### src/rtl/run_sequencer.sv
// run_sequencer: loads an image into data_mem, starts the core, times the run
// until halt or timeout, then streams a window of data_mem back out.
module run_sequencer #(
  parameter int unsigned    A            = 8,
  parameter int unsigned    START_CYCLES = 2,
  parameter logic [A-1:0]   DUMP_BASE    = '0,
  parameter logic [A:0]     DUMP_LEN     = {1'b1, {A{1'b0}}},
  parameter logic [31:0]    MAX_CYCLES   = 32'd1_000_000
) (
  input  logic         clk,
  input  logic         reset,
  input  logic         go,
  input  logic         load_valid,
  output logic         load_ready,
  input  logic [7:0]   load_data,
  input  logic         load_last,
  output logic         mem_own,
  output logic [A-1:0] mem_addr,
  output logic         mem_wr_en,
  output logic         mem_rd_en,
  output logic [7:0]   mem_wdata,
  input  logic [7:0]   mem_rdata,
  output logic         cpu_start,
  input  logic         cpu_halt,
  output logic         dump_valid,
  input  logic         dump_ready,
  output logic [7:0]   dump_data,
  output logic         dump_last,
  output logic [31:0]  cycle_count,
  output logic         timeout,
  output logic         busy,
  output logic         done
);

  typedef enum logic [2:0] {
    S_IDLE, S_LOAD, S_START, S_RUN, S_DUMP, S_DONE
  } state_e;

  localparam logic [A-1:0] PTR_MAX    = '1;
  localparam logic [A:0]   REM_ONE    = {{A{1'b0}}, 1'b1};
  localparam logic [31:0]  START_LAST = 32'(START_CYCLES) - 32'd1;

  state_e       state_q, state_d;
  logic [A-1:0] ptr_q, ptr_d;
  logic [A:0]   rem_q, rem_d;
  logic [31:0]  scnt_q, scnt_d;
  logic [31:0]  cc_q, cc_d;
  logic         to_q, to_d;

  always_ff @(posedge clk) begin
    if (reset) begin
      state_q <= S_IDLE;
      ptr_q   <= '0;
      rem_q   <= '0;
      scnt_q  <= '0;
      cc_q    <= '0;
      to_q    <= 1'b0;
    end else begin
      state_q <= state_d;
      ptr_q   <= ptr_d;
      rem_q   <= rem_d;
      scnt_q  <= scnt_d;
      cc_q    <= cc_d;
      to_q    <= to_d;
    end
  end

  always_comb begin
    state_d    = state_q;
    ptr_d      = ptr_q;
    rem_d      = rem_q;
    scnt_d     = scnt_q;
    cc_d       = cc_q;
    to_d       = to_q;
    load_ready = 1'b0;
    mem_own    = 1'b0;
    mem_addr   = '0;
    mem_wr_en  = 1'b0;
    mem_rd_en  = 1'b0;
    mem_wdata  = '0;
    cpu_start  = 1'b0;
    dump_valid = 1'b0;
    dump_data  = '0;
    dump_last  = 1'b0;
    unique case (state_q)
      S_IDLE, S_DONE: begin
        if (go) begin
          state_d = S_LOAD;
          ptr_d   = '0;
          to_d    = 1'b0;
        end
      end
      S_LOAD: begin
        mem_own    = 1'b1;
        load_ready = 1'b1;
        mem_addr   = ptr_q;
        if (load_valid) begin
          mem_wr_en = 1'b1;
          mem_wdata = load_data;
          ptr_d     = ptr_q + 1'b1;
          if (load_last || ptr_q == PTR_MAX) begin
            state_d = S_START;
            scnt_d  = '0;
            cc_d    = '0;
          end
        end
      end
      S_START: begin
        cpu_start = 1'b1;
        scnt_d    = scnt_q + 32'd1;
        if (scnt_q == START_LAST) state_d = S_RUN;
      end
      S_RUN: begin
        // Halt cycle is not counted; the timeout cycle is.
        if (!cpu_halt) cc_d = cc_q + 32'd1;
        if (cpu_halt || cc_d == MAX_CYCLES) begin
          to_d    = !cpu_halt;
          ptr_d   = DUMP_BASE;
          rem_d   = DUMP_LEN;
          state_d = (DUMP_LEN == '0) ? S_DONE : S_DUMP;
        end
      end
      S_DUMP: begin
        mem_own    = 1'b1;
        mem_rd_en  = 1'b1;
        mem_addr   = ptr_q;
        dump_valid = 1'b1;
        dump_data  = mem_rdata;
        dump_last  = (rem_q == REM_ONE);
        if (dump_ready) begin
          ptr_d = ptr_q + 1'b1;
          rem_d = rem_q - 1'b1;
          if (rem_q == REM_ONE) state_d = S_DONE;
        end
      end
      default: state_d = S_IDLE;
    endcase
  end

  assign cycle_count = cc_q;
  assign timeout     = to_q;
  assign done        = (state_q == S_DONE);
  assign busy        = (state_q != S_IDLE) && (state_q != S_DONE);

endmodule

### config.mk
export PLATFORM = sky130hd
export DESIGN_NAME = run_sequencer
export DESIGN_NICKNAME = d
export VERILOG_FILES = /design/src/rtl/run_sequencer.sv
export SDC_FILE = /design/constraint.sdc
export NUM_CORES = 1
export LEC_CHECK = 0
export BUFFER_PORTS_ARGS = -buffer_cell sky130_fd_sc_hd__buf_4
export CELL_PAD_IN_SITES_DETAIL_PLACEMENT = 0
export CELL_PAD_IN_SITES_GLOBAL_PLACEMENT = 2
export CORE_MARGIN = 3
export CORE_UTILIZATION = 33
export DETAILED_ROUTE_END_ITERATION = 10
export PLACE_DENSITY_LB_ADDON = 0.05
export SLEW_MARGIN = 10
export SYNTH_ARGS = -nofsm -noshare
export SYNTH_HDL_FRONTEND = slang
export SYNTH_SLANG_ARGS = --single-unit
### constraint.sdc
create_clock -name clk -period 4.45 [get_ports clk]
set_clock_uncertainty 0.15 [all_clocks]
set_input_delay 0.6675 -clock clk [delete_from_list [all_inputs] [get_ports clk]]
set_output_delay 0.6675 -clock clk [all_outputs]
set_load 0.005 [all_outputs]
==> results.md <==
- Critical setup path kind: flop to flop
- Post-synthesis register bit count: 85
- WP data arrival: a little under 4 ns
- Synthesized cell area: around 5300 um^2
- Ys Warns: 0
- Largest stage delay, worst path: between 0.5 and 0.6 ns
- Worst skew pair latency: approximately 0.35 ns
- CP max stage cell: or4_1
- Slew at the pin with the worst max-slew slack: around 0.97 ns
- Fmax achieved: between 200 and 300 MHz
- Slew Limit Fails: 0
- Yosys top cell area share: 0.324
- Initial antenna violation count: 0
- CP Capture Type: flop
- Core outline area: approximately 15000 um^2
- Port Buffers: just under 90
- TritonRoute pass-1 iters: 5
- Clk sinks: 85
- Cells after Synth: 691
- IO Count: between 80 and 90
- CTS tree: yes
- Max-cap violations: 0
- Vias in the first global route: about 5000
- Placed inst area: 6060 um^2
- Status: complete, no violations
- CTS Buf Count: 9
- Post-synthesis sequential area ratio: 0.324
- Synth area leaders: dfxtp_1 32%, a21oi_1 5.8%, nor2_1 5.6%
- Fin Setup TNS: 0 ns
- Initial cell density of the core: 0.342
- Synthesized area per cell: around 7.6 um^2
- Part of the cycle the worst path needs: 0.846
- Synth cell types: between 60 and 70
- Mapped Nets: 720
- Postcts setup bufs: 0
- Tmin final: between 3 and 4 ns
- GPL Wtd Cong: around 0.82
- Synth area leader: dfxtp_1
- DR DRC count: 0
- First-pass GRT wire length: approximately 26000 um
- CP Cell Sequence: ha_1, nand4b_2, or4_1, a22oi_1, nor4b_1, nand4_1, o21a_4, or4_1, a21oi_1
- Layout cells sized above 1: 0.173
- CTS clk-pin slew, worst paths: ~0.06 ns
- CP Data Required Time: 4.58 ns
- Antenna-violating nets left: 0
- Slew Limit Headroom: 0.356
- EDFF count, synth: 0
- Final Hold Viols: 0
- Total track usage: 0.185
- Die area: 17500 um^2
- Rows: 45
- CTS Root Cell: clkbuf_16
- Worst hold path class: flop to flop
- CP dominant cell by count: or4_1
- WL final: ~16000 um
- Drt wl/cell: approximately 17 um
- Global route total overflow: 0
- Hold Buf Count CTS: 0
- Maximum clock path buffer count: 2
- Power Density: slightly below 300 nW/um^2
- H-tree level count: 3
- Layout area overhead: 20.4%
- Final Instance Area: 6330 um^2
- Iter 0 DRT Violations: roughly 380
- Total leakage power: between 2 and 2.5 nW
- Most common cell after layout, fill and taps aside: buf_4
- # setup viols final: 0
- Die width: about 130 um
- Min Hold Slack: around 0.32 ns
- Tot Pwr: 0.00186 W
- Critical path peak fanout: 22
- DR vias/cell: 5.45
- Routed vias: around 5300
- Async set or reset register ratio after synthesis: 0
- Largest net degree at the start of global routing: 51
- Die height: 132 um
- Most frequent cells in the layout: 97 x buf_4, 85 x dfxtp_1, 79 x nor2_1
- CP Launch Type: flop
- Hpwl dp: 11600 um
- Post-layout net count: 784
- RSZ-0062 raised after global routing: no
- Post_cts resized: 0
- Synth Flop Type: dfxtp_1
- Worst VDD drop: 0.177 mV
- Antenna fix cells: 0
[synthesized netlist by cell type, drive strengths merged (10+ instances only)]
cell type / count
xnor2: 14
nor2: 79
a21oi: 61
a311oi: 16
nand3: 28
nand4: 15
nor2b: 13
and3: 19
clkbuf: 33
xor2: 20
o21ai: 35
and2: 13
or3: 16
buf: 11
or4: 13
dfxtp: 85
o31ai: 10
nor4: 22
nand2: 49
inv: 22
nor3: 25
[cell families (layout without fill, tap and decap cells)]
group	after synthesis	after routing	share of synthesized area
multiplexers	3	3	0.00571
adder cells (fa/ha/maj)	6	6	0.0143
buffers and inverters	66	134	0.0516
XOR/XNOR	34	34	0.0566
AO/OA/AOI/OAI	167	167	0.202
AND/OR/NAND/NOR	330	330	0.346
flip-flops	85	85	0.324
[registers in the layout, indices dropped and copies added (netlist names)]
| signal | count |
|---|---|
| scnt_q | 32 |
| cycle_count | 32 |
| ptr_q | 8 |
| state_q | 3 |
| rem_q | 9 |
| timeout | 1 |
[routing by layer]
metal | global-route usage | vias to the layer above | wire length, um
met5 | 0 | - | 0
met4 | 0.0548 | 0 | 242
met3 | 0.0435 | 19 | 723
met2 | 0.295 | 105 | 7510
met1 | 0.250 | 2501 | 7970
li1 | - | 2662 | -
[per-stage QoR]
step | std cells | worst slack [ns] | utilization
3_5_place_dp | 955 | 0.654 | 0.394
6_report | 970 | 0.685 | 0.412
5_1_grt | 970 | 0.292 | 0.412
3_3_place_gp | 955 | 0.780 | 0.394
4_1_cts | 970 | 0.723 | 0.412
2_1_floorplan | 691 | 1.02 | -
[power breakdown]
| part | internal (W) | switching (W) | leakage [nW] |
|---|---|---|---|
| sequential | 0.000775 | 0.0000283 | 0.685 |
| combinational | 0.000131 | 0.000215 | 1.52 |
| clock | 0.000389 | 0.000322 | 0.127 |
[final timing paths]
path | slack (ns) | startpoint | endpoint | cells past startpoint
setup reg to reg | 0.69 | cycle_count[0]$_SDFFE_PP0P_ | rem_q[7]$_SDFFE_PP0P_ | 9
hold reg to reg | 0.32 | rem_q[6]$_SDFFE_PP0P_ | rem_q[6]$_SDFFE_PP0P_ | 2
hold / removal | 0.32 | rem_q[6]$_SDFFE_PP0P_ | rem_q[6]$_SDFFE_PP0P_ | 2
setup / recovery | 0.69 | cycle_count[0]$_SDFFE_PP0P_ | rem_q[7]$_SDFFE_PP0P_ | 9
[critical path: cells and delay by family (launching register included)]
family / cells / cell delay (ns)
simple gates: 5 / 2.07
compound gates: 3 / 0.69
flops: 1 / 0.46
fa+ha+maj: 1 / 0.33
[cell type report]
cell class                 count  area, um^2
fill                        1613        9040
inverter                      22        82.6
timing repair buffer          97         728
multi-input combinational    540        3290
clock buffer                  11         243
sequential                    85        1700
clock inverter                 4        25.0
tap                          211         264
Power figures use the tool's default switching activity.
